===== src/rtl/uart_pkg.sv =====
// Shared UART definitions: arbiter FSM state encoding and the default launch-acknowledge timeout.
package uart_pkg;

  typedef enum logic [1:0] {
    ST_IDLE,
    ST_LAUNCH,
    ST_WAIT_BUSY,
    ST_WAIT_DONE
  } arb_state_e;

  localparam int ACK_TIMEOUT_DEFAULT = 4;

endpackage


===== src/rtl/uart_rr_select.sv =====
// Combinational round-robin selector: the first set request at or after (last_i + 1), wrapping.
module uart_rr_select #(
  parameter int NUM_REQ = 4
) (
  input  logic [NUM_REQ-1:0]         req_i,
  input  logic [$clog2(NUM_REQ)-1:0] last_i,
  output logic [$clog2(NUM_REQ)-1:0] winner_o,
  output logic                       valid_o
);

  localparam int IW = $clog2(NUM_REQ);

  int            idx;
  logic [IW-1:0] idx_w;
  logic          found;

  // NOTE: every variable written here gets a default first, so no path leaves one unassigned and no latch is inferred.
  always_comb begin
    winner_o = '0;
    valid_o  = 1'b0;
    found    = 1'b0;
    idx      = 0;
    idx_w    = '0;
    for (int i = 1; i <= NUM_REQ; i++) begin
      idx   = (int'(last_i) + i) % NUM_REQ;
      idx_w = idx[IW-1:0];
      if (!found && req_i[idx_w]) begin
        winner_o = idx_w;
        found    = 1'b1;
      end
    end
    valid_o = found;
  end

endmodule


===== src/rtl/uart_tx_arbiter.sv =====
// Round-robin arbiter granting NUM_REQ requesters access to one UART transmitter,
// with a launch-acknowledge timeout on the transmitter's busy handshake.
module uart_tx_arbiter
  import uart_pkg::*;
#(
  parameter int DATA_WIDTH  = 8,
  parameter int NUM_REQ     = 4,
  parameter int ACK_TIMEOUT = ACK_TIMEOUT_DEFAULT
) (
  input  logic                          clk,
  input  logic                          reset,
  input  logic [NUM_REQ-1:0]            req,
  input  logic [NUM_REQ*DATA_WIDTH-1:0] req_data,
  output logic [NUM_REQ-1:0]            grant,
  output logic                          tx_data_valid,
  output logic [DATA_WIDTH-1:0]         tx_parallel_data,
  input  logic                          tx_busy,
  output logic [$clog2(NUM_REQ)-1:0]    active_id,
  output logic                          arb_idle,
  output logic                          launch_error
);

  localparam int IW = $clog2(NUM_REQ);
  localparam int CW = $clog2(ACK_TIMEOUT + 1);
  // The error is flagged on the edge where the count would reach ACK_TIMEOUT-1, so the
  // pulse lands ACK_TIMEOUT cycles after the LAUNCH cycle (ACK_TIMEOUT must be >= 2).
  localparam logic [CW-1:0] CNT_LAST = CW'(ACK_TIMEOUT - 2);
  localparam logic [IW-1:0] LAST_RST = IW'(NUM_REQ - 1);

  arb_state_e            state_q, state_d;
  logic [CW-1:0]         cnt_q, cnt_d;
  logic [IW-1:0]         last_q, last_d;
  logic [IW-1:0]         id_q, id_d;
  logic [DATA_WIDTH-1:0] data_q, data_d;
  logic [NUM_REQ-1:0]    grant_q, grant_d;
  logic                  valid_q, valid_d;
  logic                  err_q, err_d;

  logic [IW-1:0]         winner;
  logic                  winner_valid;

  uart_rr_select #(
    .NUM_REQ (NUM_REQ)
  ) u_rr_select (
    .req_i    (req),
    .last_i   (last_q),
    .winner_o (winner),
    .valid_o  (winner_valid)
  );

  always_comb begin
    state_d = state_q;
    cnt_d   = cnt_q;
    last_d  = last_q;
    id_d    = id_q;
    data_d  = data_q;
    grant_d = '0;
    valid_d = 1'b0;
    err_d   = 1'b0;
    case (state_q)
      ST_IDLE: begin
        if (winner_valid && !tx_busy) begin
          state_d         = ST_LAUNCH;
          last_d          = winner;
          id_d            = winner;
          data_d          = req_data[winner*DATA_WIDTH +: DATA_WIDTH];
          grant_d[winner] = 1'b1;
          valid_d         = 1'b1;
        end
      end
      ST_LAUNCH: begin
        state_d = ST_WAIT_BUSY;
        cnt_d   = '0;
      end
      ST_WAIT_BUSY: begin
        if (tx_busy) begin
          state_d = ST_WAIT_DONE;
        end else if (cnt_q == CNT_LAST) begin
          state_d = ST_IDLE;
          err_d   = 1'b1;
        end else begin
          cnt_d = cnt_q + 1'b1;
        end
      end
      ST_WAIT_DONE: begin
        if (!tx_busy) state_d = ST_IDLE;
      end
      default: state_d = ST_IDLE;
    endcase
  end

  // NOTE: state registers use non-blocking assignments so every flop samples pre-edge values.
  always_ff @(posedge clk or posedge reset) begin
    if (reset) begin
      state_q <= ST_IDLE;
      cnt_q   <= '0;
      last_q  <= LAST_RST;
      id_q    <= '0;
      data_q  <= '0;
      grant_q <= '0;
      valid_q <= 1'b0;
      err_q   <= 1'b0;
    end else begin
      state_q <= state_d;
      cnt_q   <= cnt_d;
      last_q  <= last_d;
      id_q    <= id_d;
      data_q  <= data_d;
      grant_q <= grant_d;
      valid_q <= valid_d;
      err_q   <= err_d;
    end
  end

  assign grant            = grant_q;
  assign tx_data_valid    = valid_q;
  assign tx_parallel_data = data_q;
  assign active_id        = id_q;
  assign launch_error     = err_q;
  assign arb_idle         = (state_q == ST_IDLE);

endmodule


===== config.mk =====
export PLATFORM = sky130hd
export DESIGN_NAME = uart_tx_arbiter
export DESIGN_NICKNAME = d
export VERILOG_FILES = /design/src/rtl/uart_pkg.sv /design/src/rtl/uart_rr_select.sv /design/src/rtl/uart_tx_arbiter.sv
export SDC_FILE = /design/constraint.sdc
export NUM_CORES = 1
export LEC_CHECK = 0
export ABC_AREA = 1
export CAP_MARGIN = 15
export CORE_MARGIN = 2
export CORE_UTILIZATION = 30
export DETAILED_ROUTE_END_ITERATION = 6
export PLACE_DENSITY_LB_ADDON = 0.1
export SETUP_SLACK_MARGIN = 0.5
export SLEW_MARGIN = 0
export SYNTH_ARGS = -nofsm -noshare
export SYNTH_HDL_FRONTEND = slang
export SYNTH_SLANG_ARGS = --single-unit
export TNS_END_PERCENT = 20

===== constraint.sdc =====
create_clock -name clk -period 1.9 [get_ports clk]
set_clock_uncertainty 0.05 [all_clocks]
set_input_delay 0.285 -clock clk [delete_from_list [all_inputs] [get_ports clk]]
set_output_delay 0.285 -clock clk [all_outputs]
set_load 0.05 [all_outputs]

==> results of run 1 <==
==> kinds of logic (layout without fill, tap and decap cells) <==
logic type | Yosys count | count (layout) | share of synthesized area [%]
AOI/OAI and AO/OA | 10 | 10 | 3.36
adders and majority gates | 2 | 2 | 1.60
buffers and inverters | 25 | 97 | 8.32
DFF | 23 | 23 | 37.0
and+or+nand+nor | 160 | 160 | 49.8
==> layer usage <==
layer / GRT usage [%] / up-vias / wire [um]
met5: 0 / - / 0
met4: 2.55 / 0 / 38
met3: 3.55 / 4 / 181
met2: 25.5 / 41 / 2070
met1: 19.8 / 751 / 1940
li1: - / 846 / -
==> through the flow <==
stage                     utilization (%)  TNS, ps
final                                49.2     -298
after global routing                 49.2    -2130
after CTS                            48.0     -169
after detailed placement             44.6    -2420
after global placement               44.6    -2360
after floorplan                         -        0
==> cells in the final DEF, fill, tap and decap left out <==
cell	n
sky130_fd_sc_hd__dfstp_2	2
sky130_fd_sc_hd__nor2_4	2
sky130_fd_sc_hd__buf_4	15
sky130_fd_sc_hd__a31oi_1	2
sky130_fd_sc_hd__nand2_2	28
sky130_fd_sc_hd__clkbuf_8	3
sky130_fd_sc_hd__nand3_2	2
sky130_fd_sc_hd__nor2_1	4
sky130_fd_sc_hd__buf_12	2
sky130_fd_sc_hd__dfrtp_1	21
sky130_fd_sc_hd__inv_2	6
sky130_fd_sc_hd__clkdlybuf4s15_2	14
sky130_fd_sc_hd__nand2_4	7
sky130_fd_sc_hd__nand4_1	17
sky130_fd_sc_hd__buf_8	2
sky130_fd_sc_hd__nand3_4	3
sky130_fd_sc_hd__nor4_1	1
sky130_fd_sc_hd__buf_6	4
sky130_fd_sc_hd__clkbuf_16	1
sky130_fd_sc_hd__inv_1	10
sky130_fd_sc_hd__nor3_2	1
sky130_fd_sc_hd__nand3_1	6
sky130_fd_sc_hd__o21ai_0	4
sky130_fd_sc_hd__inv_6	1
sky130_fd_sc_hd__nand2_1	89
sky130_fd_sc_hd__o21ai_1	3
sky130_fd_sc_hd__a21oi_1	1
sky130_fd_sc_hd__clkdlybuf4s50_1	38
sky130_fd_sc_hd__clkbuf_1	1
sky130_fd_sc_hd__ha_1	2
==> power breakdown <==
| part | internal (mW) | leakage, nW | switching (mW) |
|---|---|---|---|
| clock network | 0.150 | 0.0228 | 0.150 |
| registers | 0.700 | 0.295 | 0.143 |
| logic | 1.72 | 0.946 | 2.46 |
==> worst max-delay path, cell delays in order, from the launching register on <==
cell and delay, ps:
sky130_fd_sc_hd__dfstp_2 600, sky130_fd_sc_hd__buf_6 130, sky130_fd_sc_hd__nand2_1 60, sky130_fd_sc_hd__nand2_2 90
sky130_fd_sc_hd__nand2_2 70, sky130_fd_sc_hd__nand2_4 90, sky130_fd_sc_hd__nand2_4 60, sky130_fd_sc_hd__nand3_4 90
sky130_fd_sc_hd__nand3_4 120, sky130_fd_sc_hd__clkbuf_16 180, sky130_fd_sc_hd__nand2_2 50, sky130_fd_sc_hd__nand2_1 50
sky130_fd_sc_hd__nand2_1 50, sky130_fd_sc_hd__nand2_1 50, sky130_fd_sc_hd__nand2_1 50, sky130_fd_sc_hd__nand2_1 40
==> path summary, 6_finish.rpt <==
kind,startpoint,endpoint,slack (ps),cells past startpoint
min,reset,tx_parallel_data[0],310,3
max reg2reg,last_q[0],tx_parallel_data[1],-50,15
max,last_q[0],tx_parallel_data[1],-50,15
min in group clk,tx_parallel_data[6],tx_parallel_data[6],440,2
max in group asynchronous,reset,last_q[1],1210,3
min reg2reg,tx_parallel_data[6],tx_parallel_data[6],440,2
==> state kept, by name, indices dropped and copies added, names as in the netlist <==
register          cells
tx_data_valid         1
launch_error          1
last_q                2
tx_parallel_data      8
state_q               2
cnt_q                 3
active_id             2
grant                 4
==> area by class of cell <==
cell class	count	area (sq um)	share of cell area, %
sequential	23	578	23.1
multi-input combinational	172	928	37.2
timing repair buffer	76	791	31.6
tap	70	87.6	3.51
inverter	17	68.8	2.75
clock buffer	4	45.0	1.80
==> timing repair <==
action | in CTS | in global routing
hold endpoints to repair | 0 | 0
pin swaps | 4 | 8
resized for setup | 62 | 10
setup endpoints to repair | 34 | 22
cloned | 0 | 1
hold buffers | 0 | 0
buffers inserted | 5 | 0
==> results.txt, run 1 <==
The initialized floorplan defines 26 standard-cell rows. The maximum number of pins on one net before global-route repair is 24. The total power per unit cell area came out at 2130 nW/um^2. The flow ran to the end, but the final reports show violations. In this run the tightest slew margin relative to its limit is 80.0%. The tightest min-delay check is of the input pin to asynchronous set/reset pin type. The warning count from the yosys run is 0. STA classifies the critical path startpoint as a flip-flop. After the first detailed-routing iteration, the DRC count stood at 40.

The final critical-path required period came out at a little under 2000 ps. The area of all placed cells without fillers came out at about 2500 sq um. The number of failing setup endpoints in the final timing report came out at 8. TritonCTS built the clock tree. The maximum vdd ir drop is 0.698 mV. The max-cap violation count came out at 0. The synthesized design spends more area on one cell type than any other, namely sky130_fd_sc_hd__dfrtp_1. The first global-routing pass estimated about 7300 um of wire. The antenna diode count is 0. The vertical extent of the die came out at 76.2 um.

The post-route DRC violation count is 0. The post-synthesis net count came out at about 260. The largest driver fanout on the critical path is 5. Routability-driven placement finished with a final weighted congestion of 0.824. The total global routing track utilization came out at 15.0%.

The fraction of registers with async set or reset after synthesis is 100%. The share of synthesized area occupied by flip-flops and latches came out at between 30% and 40%. Summed over all layers, the global routing overflow is 0. The number of standard cells in the layout, taps in and fillers out came out at about 360. The relative area change from synthesis to final layout is 59.8%. The initial antenna violation count came to 0. The clock transition time at the flip-flop clock pins of the worst setup and hold paths is roughly 80 ps.

The detailed-placement wirelength estimate came out at 3130 um. The effective utilization at floorplan came out at between 30% and 40%. The highest clock rate came out at just over 0.5 GHz.

The ratio of final minimum period to clock period came out at 103%. The die outline area is 5810 sq um. The sum of internal, switching and leakage power came out at 5.33 mW.

The clock passes through at most 2 buffers. The leakage power total is 1.26 nW. The worst setup slack before clock tree synthesis came out at -238 ps. The die width is 76.2 um. The final count of hold timing violations is 0. For this run, the leading register cell type out of synthesis is sky130_fd_sc_hd__dfrtp_1. Counting every sink on the clock net gives 23.

The clock insertion delay at the later pin of the skew report is approximately 260 ps. The flip-flop and latch count after synthesis came out at 23. By area the synthesized netlist is led by sky130_fd_sc_hd__dfrtp_1, sky130_fd_sc_hd__nand2_1, sky130_fd_sc_hd__nand2_2, sky130_fd_sc_hd__nand4_1, sky130_fd_sc_hd__dfstp_2. The routed design has ~4200 um of wire.

The number of optimization iterations in the first detailed-route pass came out at 6. After synthesis, the mean cell area works out to 7.11 sq um. The data arrival time of the critical path came out at 2060 ps. The standard cell area after detailed placement is around 2300 sq um. The final-stage net count is 334.

The count of input and output buffers came out at 55. The kind of critical path is flip-flop to flip-flop. In this run the count of I/O pins placed on the die edge is 56. The number of buffers added by the clock tree synthesis step came out at 3.

In the final layout, the share of cells above drive strength 1 is roughly a third. For the worst setup path, the data required time is 2010 ps. The antenna violation net count after detailed routing is 0.

Counting instances in the post-synthesis netlist gives the leading cell types as sky130_fd_sc_hd__nand2_1, sky130_fd_sc_hd__dfrtp_1, sky130_fd_sc_hd__nand2_2. The worst hold margin is roughly 310 ps. The number of distinct standard cells referenced by the synthesized netlist came out at 25. The total core area is 5070 sq um.

CTS placed an instance of sky130_fd_sc_hd__clkbuf_8 at the clock tree root. The number of global-route vias before repair came out at 1684. The final route contains 1642 vias.

The number of filler instances in the final layout is 517. Setup repair after global routing could not meet its margin everywhere. The number of cells after detailed placement came out at between 300 and 400. The wire length per cell after detailed routing came out at 11.7 um. The library cell with the highest instance count after synthesis is sky130_fd_sc_hd__nand2_1. After technology mapping, the gate count stands at 220.

The number of synthesized flops with an enable pin is 0. At the pin with the least slew margin, the transition time is between 200 and 300 ps. The average via count per standard cell came out at 4.54. The number of slew-limit violations in the final report is 0. The post-layout worst setup margin came out at -50.9 ps.

Summed over its instances, the top area cell type makes up about a third of the synthesized netlist area. The netlist area before placement came out at roughly 1600 sq um. The type of element capturing the critical path is a flip-flop. The final reports fail on setup timing. The H-tree level count came out at 1.
No activity file was read; power rests on OpenSTA's default activity.
==> inputs of run 2 (changes only) <==
Settings changed: ABC_CLOCK_PERIOD_IN_PS set to 1900, HOLD_SLACK_MARGIN set to 0.03.
==> results of run 2 <==
Same layout as run 1: the final DEF is identical, and so are final timing and power.
==> inputs of run 3 (changes only) <==
Settings changed: ABC_CLOCK_PERIOD_IN_PS 1900 to 2400.
Clock period 1.9 ns to 2.4 ns, I/O delays scaled along.
==> run 3 against run 2 <==
Net effect:
- fmax fell by 0.53%
- combinational power fell by 28%
- worst setup slack gained 490 ps
- die area did not move
- power down 26%
- count of clock-buffer cells in the layout decreased by 1
- sequential power is 22% lower
- cell count down 1.4%
- non-clock buffer count is 5 lower
- the flow now finishes without violations
- critical path type unchanged
- worst hold slack improved by 73 ps
- sequential share of layout area rose by 1.2 points
==> results.txt, run 3 (synthesized netlist as in run 1, its figures left out) <==
Leaving out fill and tap cells, the most frequent cell in the layout is sky130_fd_sc_hd__nand2_1. The number of flip-flops in the largest register is 8. The amount of wire on met3 after detailed routing is ~200 um.

The number of buffers added by the clock tree synthesis step is 3. After clock tree synthesis, the flow added hold-fix buffers numbering 0. The number of global-route vias before repair came out at 1513.

The first routing iteration left between 60 and 70 violations. In this run, placement finished with an instance count of 344. The floorplan step set the die height to 76.2 um.

TritonCTS built the clock tree. The CTS sink count is 23. The max-cap violation count is 0. The final sum of negative setup slack is 0 ps. The antenna violation net count after detailed routing is 0. The H-tree level count is 1. The initial antenna violation count came to 0. The class of the tightest hold or removal check is input pin to asynchronous set/reset pin. Summing over every cut layer, the via total after detailed routing is between 1500 and 2000.

The number of top-level design ports came out at between 50 and 60. The total global routing track utilization came out at ~15%. STA puts the critical path data arrival time at 2070 ps. The final count of hold timing violations came out at 0. The detailed-placement wirelength estimate came out at ~3000 um. The ratio of final minimum period to clock period came out at between 80% and 90%.

The relative max-transition margin is roughly two thirds. Leaving out filler cells and counting taps, the final layout contains 357. Port buffering added 55 buffers. In this run the clock root is driven by a sky130_fd_sc_hd__clkbuf_8.

The number of failing setup endpoints in the final timing report is 0. Entering global routing, the biggest net connects 24 pins. The average via count per standard cell is between 4 and 5.

In the layout the commonest cells are sky130_fd_sc_hd__nand2_1, sky130_fd_sc_hd__clkdlybuf4s50_1, sky130_fd_sc_hd__nand2_2, sky130_fd_sc_hd__dfrtp_1, sky130_fd_sc_hd__nand4_1. The post-route DRC violation count is 0. The largest driver fanout on the critical path came out at 8. The residual overflow from global routing came out at 0. Setup repair after global routing could not meet its margin everywhere.

The routed wire length is 4130 um. The clock insertion delay at the later pin of the skew report came out at 260 ps. The endpoint required time on the critical path came out at 2510 ps. Once placement finished, the instance area stood at 2190 sq um. After clock tree synthesis, the clock-pin slew on the worst setup and hold paths is approximately 80 ps. The total core area came out at ~5100 sq um. The critical path is of the flip-flop to flip-flop type. After detailed routing, the average wire length per cell comes to 11.6 um.

The relative area change from synthesis to final layout came out at 51.8%. The die width is 76.2 um. The maximum buffer depth of the clock tree came out at 2. The effective utilization at floorplan came out at 30.8%. The number of optimization iterations in the first detailed-route pass came out at 4. STA classifies the critical path startpoint as a flip-flop. Timing would allow up to 0.510 GHz. The fraction of final layout cells with drive strength greater than 1 is 20.6%. The maximum vdd ir drop came out at 0.664 mV. The antenna diode count came out at 0. The leakage power total is between 1 and 1.5 nW. The final-stage net count is 329. The total power per unit cell area came out at 1650 nW/um^2. The routability-driven placement congestion ratio is 0.792. The worst hold margin came out at 378 ps. The flow ran to the end, and the final reports show no timing, DRC or antenna violations. The final critical-path required period came out at between 1500 and 2000 ps. The detailed-routing wirelength on met1 is 1960 um.

The actual transition at the worst max-transition pin is 499 ps. The number of slew-limit violations in the final report came out at 0. The number of filler instances in the final layout is 540. The first-pass GRT wire length is 6980 um.

The die covers about 5800 sq um. The floorplan has 26 rows. The area of all placed cells without fillers is 2370 sq um. The highest metal layer carrying signal wires in the routed design is met4. The type of element capturing the critical path is a flip-flop. The amount of wire on met2 after detailed routing is around 1900 um.
==> run 3: changes by cell type in the layout (fill, tap and decap cells not counted), moves of 2 or more <==
cell,change
sky130_fd_sc_hd__buf_6,-2
sky130_fd_sc_hd__buf_4,-5
sky130_fd_sc_hd__nand2_2,-7
sky130_fd_sc_hd__clkdlybuf4s15_2,-14
sky130_fd_sc_hd__nand3_2,-2
sky130_fd_sc_hd__nand3_1,+2
sky130_fd_sc_hd__nand2_1,+9
sky130_fd_sc_hd__clkdlybuf4s50_1,+16
sky130_fd_sc_hd__nand2_4,-2
==> run 3: path summary, 6_finish.rpt <==
path	from	to	slack [ps]	cells past startpoint
worst max-delay path	last_q[0]	tx_parallel_data[5]	440	14
worst min-delay path	reset	cnt_q[0]	380	3
worst max register to register	last_q[0]	tx_parallel_data[5]	440	14
worst min register to register	tx_parallel_data[6]	tx_parallel_data[6]	430	2
max in group asynchronous	reset	last_q[0]	1640	3
min in group clk	tx_parallel_data[6]	tx_parallel_data[6]	430	2
==> run 3: layout make-up <==
cell class	instances	area [sq um]	share of cell area, %
inverters	17	66.3	2.79
flip-flops and latches	23	578	24.4
repair buffers	71	722	30.4
clock buffers	3	41.3	1.74
clock inverters	1	5.00	0.211
well taps	70	87.6	3.69
multi-input cells	172	873	36.8
==> run 3: report_power, final <==
group	total (mW)	leakage [nW]	internal [mW]	switching [mW]
Combinational	3.03	0.891	1.18	1.85
Sequential	0.659	0.295	0.554	0.105
Clock	0.235	0.0255	0.116	0.119
==> run 3: repair_timing <==
item	4_1_cts	5_1_grt
buffers inserted	8	1
pin swaps	1	6
endpoints found under the setup margin	18	19
gates resized for setup	9	5
==> run 3: stage by stage <==
stage,setup slack [ps],power [mW],utilization [%]
finish,439,3.92,46.8
CTS,443,3.88,46.3
global placement,235,3.30,43.2
detailed placement,194,3.31,43.2
global route,273,4.30,46.8
floorplan,511,2.72,-
==> run 3: worst max-delay path, stage by stage, from the launching register on <==
cell and delay (ps):
sky130_fd_sc_hd__dfstp_2 610, sky130_fd_sc_hd__inv_4 80, sky130_fd_sc_hd__nand2_2 70, sky130_fd_sc_hd__nand2_2 70, sky130_fd_sc_hd__nand2_1 70, sky130_fd_sc_hd__nand2_2 70
sky130_fd_sc_hd__nor2_4 160, sky130_fd_sc_hd__nand3_4 130, sky130_fd_sc_hd__nand2_2 80, sky130_fd_sc_hd__inv_1 40, sky130_fd_sc_hd__nand2_2 60, sky130_fd_sc_hd__inv_2 80
sky130_fd_sc_hd__buf_4 160, sky130_fd_sc_hd__nand2_1 70, sky130_fd_sc_hd__nand2_1 50
==> run 3: per-layer routing <==
layer	up-vias	GRT usage [%]
li1	835	-
met3	5	3.20
met5	-	0
met2	38	24.4
met1	696	19.6
met4	0	2.73
